`src/rtl/audio_slot_sequencer.sv`:
```
// ---------------------------------------------------------------------------
// audio_slot_sequencer
//
// Time-division scheduler that shares one left/right pair of sigma-delta DAC
// inputs between four 12-bit audio sources (AY channels A/B/C and the beeper
// level). A frame is four slots of SLOT_LEN clocks each. Slot k presents
// source k to each side according to that source's pan/attenuation config.
//
// Sources are first captured into hold registers whenever their strobe is
// high. At each frame boundary the hold registers are copied into frame
// registers, and the pending config is copied into the active config. A
// frame therefore always plays a consistent snapshot of samples and
// settings.
//
// Parameters:
//   SLOT_LEN     clocks each slot is held (>= 1)
//
// Ports:
//   Clk          system clock
//   Reset        synchronous, active-high reset
//   src0..src3   12-bit source samples (AY A, AY B, AY C, beeper)
//   src_stb      bit i high: capture src_i on this edge
//   cfg_we       config write strobe
//   cfg_addr     source index being configured
//   cfg_data     [1:0] right-shift attenuation, [2] left enable,
//                [3] right enable
//   dac_left     13-bit excess-code word to the left DAC
//   dac_right    13-bit excess-code word to the right DAC
//   slot         current slot index (equals the source index)
//   frame_start  one-cycle pulse on the first cycle of each frame
// ---------------------------------------------------------------------------
module audio_slot_sequencer #(
   parameter int SLOT_LEN = 1
) (
   input  logic        Clk,
   input  logic        Reset,
   input  logic [11:0] src0,
   input  logic [11:0] src1,
   input  logic [11:0] src2,
   input  logic [11:0] src3,
   input  logic [3:0]  src_stb,
   input  logic        cfg_we,
   input  logic [1:0]  cfg_addr,
   input  logic [3:0]  cfg_data,
   output logic [12:0] dac_left,
   output logic [12:0] dac_right,
   output logic [1:0]  slot,
   output logic        frame_start
);

   // A one-clock slot still needs a 1-bit counter so the width is legal.
   localparam int              CYC_W       = (SLOT_LEN > 1) ? $clog2(SLOT_LEN) : 1;
   localparam logic [CYC_W-1:0] CYC_LAST   = CYC_W'(SLOT_LEN - 1);
   localparam logic [3:0]      CFG_DEFAULT = 4'b1100;   // both sides, no attenuation

   // ------------------------------------------------------------------------
   // Attenuation: logical right shift of the zero-extended sample. The
   // result never exceeds 0x0FFF, so no saturation is required.
   // ------------------------------------------------------------------------
   function automatic logic [12:0] attenuate(input logic [11:0] sample,
                                             input logic [1:0]  shift);
      logic [12:0] wide;
      wide = {1'b0, sample};
      return wide >> shift;
   endfunction

   // ------------------------------------------------------------------------
   // State
   // ------------------------------------------------------------------------
   logic [CYC_W-1:0] cyc_q,         cyc_d;
   logic [1:0]       slot_q,        slot_d;
   logic             frame_start_q, frame_start_d;
   logic [12:0]      dac_left_q,    dac_left_d;
   logic [12:0]      dac_right_q,   dac_right_d;

   logic [11:0]      hold_q     [4];
   logic [11:0]      hold_d     [4];
   logic [11:0]      frame_q    [4];
   logic [11:0]      frame_d    [4];
   logic [3:0]       pend_cfg_q [4];
   logic [3:0]       pend_cfg_d [4];
   logic [3:0]       act_cfg_q  [4];
   logic [3:0]       act_cfg_d  [4];

   // ------------------------------------------------------------------------
   // Combinational helpers
   // ------------------------------------------------------------------------
   logic [11:0] src_bus [4];
   logic        cyc_wrap;
   logic        boundary;
   logic [3:0]  cur_cfg;
   logic [12:0] cur_word;

   always_comb begin
      src_bus[0] = src0;
      src_bus[1] = src1;
      src_bus[2] = src2;
      src_bus[3] = src3;
   end

   // Slot timing: the last clock of slot 3 is the frame boundary.
   always_comb begin
      cyc_wrap      = (cyc_q == CYC_LAST);
      boundary      = (slot_q == 2'd3) && cyc_wrap;
      cyc_d         = cyc_wrap ? '0 : cyc_q + CYC_W'(1);
      slot_d        = cyc_wrap ? slot_q + 2'd1 : slot_q;
      frame_start_d = boundary;
   end

   // Sample capture and frame snapshot. The snapshot takes the pre-edge
   // hold value, so a strobe landing on the boundary edge plays next frame.
   always_comb begin
      for (int i = 0; i < 4; i++) begin
         hold_d[i]  = src_stb[i] ? src_bus[i] : hold_q[i];
         frame_d[i] = boundary   ? hold_q[i]  : frame_q[i];
      end
   end

   // Config: writes always go to pending; active only moves at a boundary,
   // so a write on the boundary edge applies one frame later.
   always_comb begin
      for (int i = 0; i < 4; i++) begin
         pend_cfg_d[i] = (cfg_we && (cfg_addr == 2'(i))) ? cfg_data : pend_cfg_q[i];
         act_cfg_d[i]  = boundary ? pend_cfg_q[i] : act_cfg_q[i];
      end
   end

   // Output word for the slot currently shown; registered, so it appears
   // one cycle after slot and stays for SLOT_LEN cycles.
   always_comb begin
      cur_cfg     = act_cfg_q[slot_q];
      cur_word    = attenuate(frame_q[slot_q], cur_cfg[1:0]);
      dac_left_d  = cur_cfg[2] ? cur_word : '0;
      dac_right_d = cur_cfg[3] ? cur_word : '0;
   end

   // ------------------------------------------------------------------------
   // Registers
   // ------------------------------------------------------------------------
   always_ff @(posedge Clk) begin
      if (Reset) begin
         cyc_q         <= '0;
         slot_q        <= '0;
         frame_start_q <= 1'b0;
         dac_left_q    <= '0;
         dac_right_q   <= '0;
         for (int i = 0; i < 4; i++) begin
            hold_q[i]     <= '0;
            frame_q[i]    <= '0;
            pend_cfg_q[i] <= CFG_DEFAULT;
            act_cfg_q[i]  <= CFG_DEFAULT;
         end
      end else begin
         cyc_q         <= cyc_d;
         slot_q        <= slot_d;
         frame_start_q <= frame_start_d;
         dac_left_q    <= dac_left_d;
         dac_right_q   <= dac_right_d;
         for (int i = 0; i < 4; i++) begin
            hold_q[i]     <= hold_d[i];
            frame_q[i]    <= frame_d[i];
            pend_cfg_q[i] <= pend_cfg_d[i];
            act_cfg_q[i]  <= act_cfg_d[i];
         end
      end
   end

   assign dac_left    = dac_left_q;
   assign dac_right   = dac_right_q;
   assign slot        = slot_q;
   assign frame_start = frame_start_q;

endmodule
```
`config.mk`:
```
export PLATFORM = sky130hd
export DESIGN_NAME = audio_slot_sequencer
export DESIGN_NICKNAME = d
export VERILOG_FILES = /design/src/rtl/audio_slot_sequencer.sv
export SDC_FILE = /design/constraint.sdc
export NUM_CORES = 1
export LEC_CHECK = 0
export CAP_MARGIN = 10
export CORE_MARGIN = 3
export CORE_UTILIZATION = 60
export CTS_BUF_LIST = sky130_fd_sc_hd__clkbuf_8
export CTS_CLUSTER_SIZE = 8
export DETAILED_ROUTE_END_ITERATION = 8
export PLACE_DENSITY = 0.95
export SLEW_MARGIN = 10
export SYNTH_ARGS = -nofsm -noshare
export SYNTH_HDL_FRONTEND = slang
export SYNTH_SLANG_ARGS = --single-unit
```
`constraint.sdc`:
```
create_clock -name Clk -period 9.6 [get_ports Clk]
set_clock_uncertainty 0.2 [all_clocks]
set_input_delay 2.4 -clock Clk [delete_from_list [all_inputs] [get_ports Clk]]
set_output_delay 2.4 -clock Clk [all_outputs]
set_load 0.01 [all_outputs]
```
==> summary.md <==
| Metric | Value |
|---|---|
| Hold Vio Cnt, Final | `0` |
| DR vias/cell | `5.65` |
| Reg2reg setup slack | `6.77 ns` |
| First-pass GRT wire length | `20.7 mm` |
| Mux cell area share after synthesis | `17.9%` |
| Pwr Density | `204 nW/um^2` |
| Final min period | `4.33 ns` |
| DIE AREA | `11300 sq um` |
| FF+latch count, synth | `158` |
| Leakage power | `2.91 nW` |
| Initial antenna violation count | `0` |
| Hold Path End | `pend_cfg_q[3][3]` |
| Row Count | `36` |
| Post-route clock period utilization | `45.1%` |
| Clock latency on the worst-skew pair | `0.44 ns` |
| Area grow syn2layout | `23.2%` |
| Crit-path cells | `buf_2, buf_4, nand2b_2, buf_4` |
| DRT Pass-1 Iters | `5` |
| Final wirelength | `13.2 mm` |
| Hold Crit Class | `reg -> reg` |
| Achievable Freq | `231 MHz` |
| Die width | `106 um` |
| CP Capture Type | `register` |
| H-tree Lvls | `4` |
| Hold depth | `1` |
| Max_slew headroom | `27.9%` |
| Setup Buffers After CTS | `0` |
| Worst Tran Pin Value | `1.08 ns` |
| IO buf count | `87` |
| Outcome | `finished clean` |
| Largest family of logic cells by synthesized area | `multiplexers` |
| CP most frequent cell | `buf_4` |
| Xor and xnor area share after synthesis | `0.145%` |
| Synth Area in Compound Gates | `3.02%` |
| Starting Density | `61.9%` |
| Hold_buf cts | `0` |
| Routed vias | `3862` |
| Root Buffer | `clkbuf_8` |
| Share of the yosys chip area belonging to registers | `62.8%` |
| Clk sink count | `158` |
| Critical-path maximum fanout | `79` |
| Pins over their slew limit | `0` |
| Critical Path AT | `4.21 ns` |
| Maximum VDD drop | `0.123 mV` |
| Area contributors post-synth | `edfxtp_1, dfxtp_1, mux2i_1` |
| Max cap viols | `0` |
| Net count, final | `600` |
| Antenna Violating Nets Remaining | `0` |
| Leading area contributor after synthesis | `edfxtp_1` |
| Ports | `90` |
| Post-synth top flop | `dfxtp_1` |
| Drt initial violations | `225` |
| Simple-Gate Fraction of Synth Area | `13.1%` |
| Die H | `106 um` |
| Global route total overflow | `0` |
| Mean routed wirelength per cell | `19.3 um` |
| Drc violations | `0` |
| Endpoints failing setup | `0` |
| Fill count | `556` |
| RSZ-0062 raised after global routing | `no` |
| Inserted Clock Buffers | `17` |
| Count of cell types in the netlist | `30` |
| Post-CTS Resized | `0` |
| RePlAce Congestion | `0.880` |
| Vias in the first global route | `3892` |
| DP HPWL | `8.74 mm` |
| Crit path launch type | `input port` |
| Antenna cells | `0` |
| Share of flip-flops with an asynchronous set or reset | `0%` |
| Crit-path slowest cell | `buf_4` |
| Setup TNS | `0 ns` |
| Synthesized cell area | `6050 sq um` |
| Post-synth EDFFs | `64` |
| Core area | `9770 sq um` |
| Clock slew at reported path FFs | `0.08 ns` |
| CTS tree | `built` |
| Share of post-route cells with drive strength above 1 | `10.9%` |
| Adder and majority gate portion of the synthesized area | `0.207%` |
| Tot Pwr | `0.00152 W` |
| Mapped Cells | `457` |
| Total GRT Usage | `24.3%` |
| HP Start | `pend_cfg_q[3][3]` |
| Pin count of the biggest net entering global routing | `80` |
| Top-area cell type share of the netlist area | `31.7%` |
| Synthesized area per cell | `13.2 sq um` |
| Longest Clk Path Bufs | `2` |
| Slowest Stage Delay on Critical Path | `0.62 ns` |
| Worst-case reg-to-reg path depth | `4` |
| Critical path class | `in -> reg` |
| R2r endpoint | `dac_left[9]` |
| Required time worst endpoint | `9.48 ns` |
| Yosys warns | `0` |
## where the power goes
| group | switching [W] | internal [W] | total (W) |
|---|---|---|---|
| Clock | 0.000237 | 0.000355 | 0.000592 |
| Combinational | 0.0000770 | 0.0000901 | 0.000167 |
| Sequential | 0.0000234 | 0.000736 | 0.000760 |
## metal layers
layer / routed length, um / GRT usage, %
met1: 5200 / 30.2
met2: 6620 / 40.0
met3: 857 / 5.77
met4: 489 / 12.4
met5: 0 / 0
## worst max-delay path: cells and delay by family
family / cells / cell delay, ns
and+or+nand+nor: 1 / 0.43
buffers and inverters: 3 / 1.30
## layout make-up
class	count	area, sq um	area share (%)
clock inverters	12	213	2.85
flip-flops and latches	158	3800	51.0
inverters	3	11.3	0.151
well taps	133	166	2.23
clock buffers	20	275	3.69
multi-input cells	268	2100	28.2
repair buffers	90	888	11.9
## cell families (layout without fill, tap and decap cells)
group           count (synthesis)  after routing
buf+inv                        33            125
mux                            84             84
simple gates                  153            153
fa+ha+maj                       1              1
compound gates                 26             26
flops                         158            158
xor+xnor                        1              1
other cells                     1              3
## worst max-delay path by stage
stage	endpoint	start	cells past startpoint
after floorplan	act_cfg_q[0][0]	Reset	3
after global placement	act_cfg_q[2][0]	Reset	4
after detailed placement	act_cfg_q[1][0]	Reset	4
after CTS	act_cfg_q[1][0]	Reset	4
after global routing	act_cfg_q[3][2]	Reset	4
final	frame_q[3][8]	Reset	4
## cells in the mapped netlist, types with 6 or more instances
library cell and number:
a211o_1 8, and2_1 57, buf_1 6, clkbuf_1 14
dfxtp_1 94, edfxtp_1 64, mux2i_1 60, mux2i_2 8
mux4_2 12, nand2b_1 7, nor2_1 70, o22ai_1 18
or3_1 8
## registers in the layout (all words and copies together) (netlist names), named ones only
signal / count
frame_q: 48
hold_q: 48
act_cfg_q: 16
pend_cfg_q: 16
dac_left: 12
dac_right: 12
slot: 2
cyc_q: 1
frame_start: 1
## metrics by stage
stage / hold slack, ns / instance area, sq um / setup slack, ns / std cells / util (%)
finish: 0.272 / 7460 / 5.27 / 684 / 76.3
global route: 0.297 / 7460 / 5.14 / 684 / 76.3
CTS: 0.268 / 7460 / 5.29 / 684 / 76.3
detailed placement: 0.246 / 6970 / 4.88 / 652 / 71.3
global placement: 0.241 / 6970 / 4.98 / 652 / 71.3
floorplan: 0.229 / 6060 / 4.50 / 459 / -
## cells in the final DEF, fill, tap and decap left out, drive strengths merged
cell type,Yosys,layout
nor2b,2,2
xor2,1,1
o22ai,18,18
nand2b,7,7
buf,16,4
and2,58,58
edfxtp,64,64
conb,1,3
clkinv,0,1
clkinvlp,0,1
nor3b,1,1
nor3,2,2
clkdlybuf4s50,0,86
a211o,8,8
or3,8,8
mux2i,68,68
ha,1,1
or2,2,2
nor2,70,70
bufinv,0,6
inv,3,7
nand3,1,1
clkbuf,14,20
mux4,16,16
nand3b,2,2
dfxtp,94,94
Note: power is estimated with default switching activity, not from simulation.
==> variant: new RTL, config.mk and constraints unchanged <==
Make the reset (`Reset`) asynchronous in one clocked block. Comments in the files are not updated.
--- a/src/rtl/audio_slot_sequencer.sv
+++ b/src/rtl/audio_slot_sequencer.sv
@@ -137,7 +137,7 @@
    // ------------------------------------------------------------------------
    // Registers
    // ------------------------------------------------------------------------
-   always_ff @(posedge Clk) begin
+   always_ff @(posedge Clk or posedge Reset) begin
       if (Reset) begin
          cyc_q         <= '0;
          slot_q        <= '0;
Behaviour: differs if Reset is asserted again (counterexample within 4 cycles, from zero or initial values and one cycle with Reset high); with Reset held inactive, the same outputs for 10 cycles.
==> variant against the unedited design <==
- clock power shrank 18%
- register-to-register slack gained 0.08 ns
- design area up 1.6%
- total power increased by 0.50%
- routed wire length shrank 4.6%
- area after synthesis rose by 2.7%
- setup slack improved by 0.34 ns
- sequential cell count is 3 lower
- count of clock-buffer cells in the layout fell by 3
- largest power group unchanged
- critical path depth down 3
==> variant: results (changes against the unedited design) <==
* Reg2reg setup slack at 6.85 ns (+0.08 ns)
* Layout Nets at 525 (-13%)
* Global Route met1 Usage at 31.6% (+1.4 points)
* Slew headroom at 48.2% (+20 points)
* Peak supply drop at 93.7 uV (-24%)
* Crit path launch: slot[0]
* Met3 GRT Util at 5.64% (-0.13 points)
* Via/cell ratio at 5.73 (+1.4%)
* Post-synth cell types at 27 (-10%)
* Initial DRC count at 207 (-8.0%)
* Synth top cells by count: dfrtp_1 (139), mux2_2 (128), o22ai_1 (18), dfstp_2 (16), mux4_2 (12)
* GRT Total Usage at 23.6% (-0.79 points)
* Asr flop ratio synth at 100% (+100 points)
* Vias in the first global route at 3706 (-4.8%)
* Seq/Total Area, Yosys at 62.7% (-0.14 points)
* First-pass GRT wire length at 20100 um (-3.0%)
* Final min period at 3.99 ns (-0.343 ns)
* Status: finished, final reports clean
* Slowest cell on crit path: clkdlybuf4s50_1
* TritonRoute pass-1 iters at 4 (-1)
* HP Start: hold_q[21]
* Number of placed instances, taps included at 577 (-12%)
* Static Leak at 3.15 nW (+8.0%)
* Placed Area at 7190 um^2 (+3.1%)
* Share of cells above drive strength 1 at 41.3% (+30 points)
* Synth Flop Type: dfrtp_1
* GRT met2 Usage at 38.9% (-1.1 points)
* Avg WL per Cell at 20.7 um (+7.4%)
* Global placer's final weighted congestion at 0.826 (-6.1%)
* R2R Path End: act_cfg_q[9]
* CP endpoint: slot[0]
* Clk pwr share at 31.8% (-7.2 points)
* Detail Placement HPWL at 8350 um (-4.5%)
* Top post-synthesis cells by area: dfrtp_1 (56%), mux2_2 (23%), dfstp_2 (6.8%)
* Largest net degree at the start of global routing at 94 (+18%)
* Combinational logic power at 0.246 mW (+47%)
* Crit path launch type: flop
## variant: cell count changes in the layout (fill, tap and decap cells not counted), sizes merged, moves of 8 or more
cell and delta:
dfrtp +139, mux2 +128, dfxtp -94, nor2 -68, edfxtp -64, mux2i -57
and2 -54, dfstp +16, or3 -8
## variant: logic make-up after synthesis
kind of cell | Yosys count | share of synthesized area, %
muxes | 155 | 31.4
DFF | 155 | 62.7
buffers and inverters | 23 | 1.91
AOI/OAI and AO/OA | 19 | 1.95
and+or+nand+nor | 19 | 1.75
adders and majority gates | 1 | 0.201
other | 1 | 0.0603
## variant: metal layers
metal	up-vias	share of wire, %
li1	1545	-
met2	112	50
met5	-	0
met3	15	4.8
met4	0	1.2
met1	1809	44
## variant: cell type report
type	count	area, um^2
Clock buffer	17	234
Clock inverter	14	158
Fill cell	574	2330
Inverter	2	12.5
Multi-Input combinational cell	196	2210
Sequential cell	155	3900
Tap cell	133	166
Timing Repair Buffer	91	901
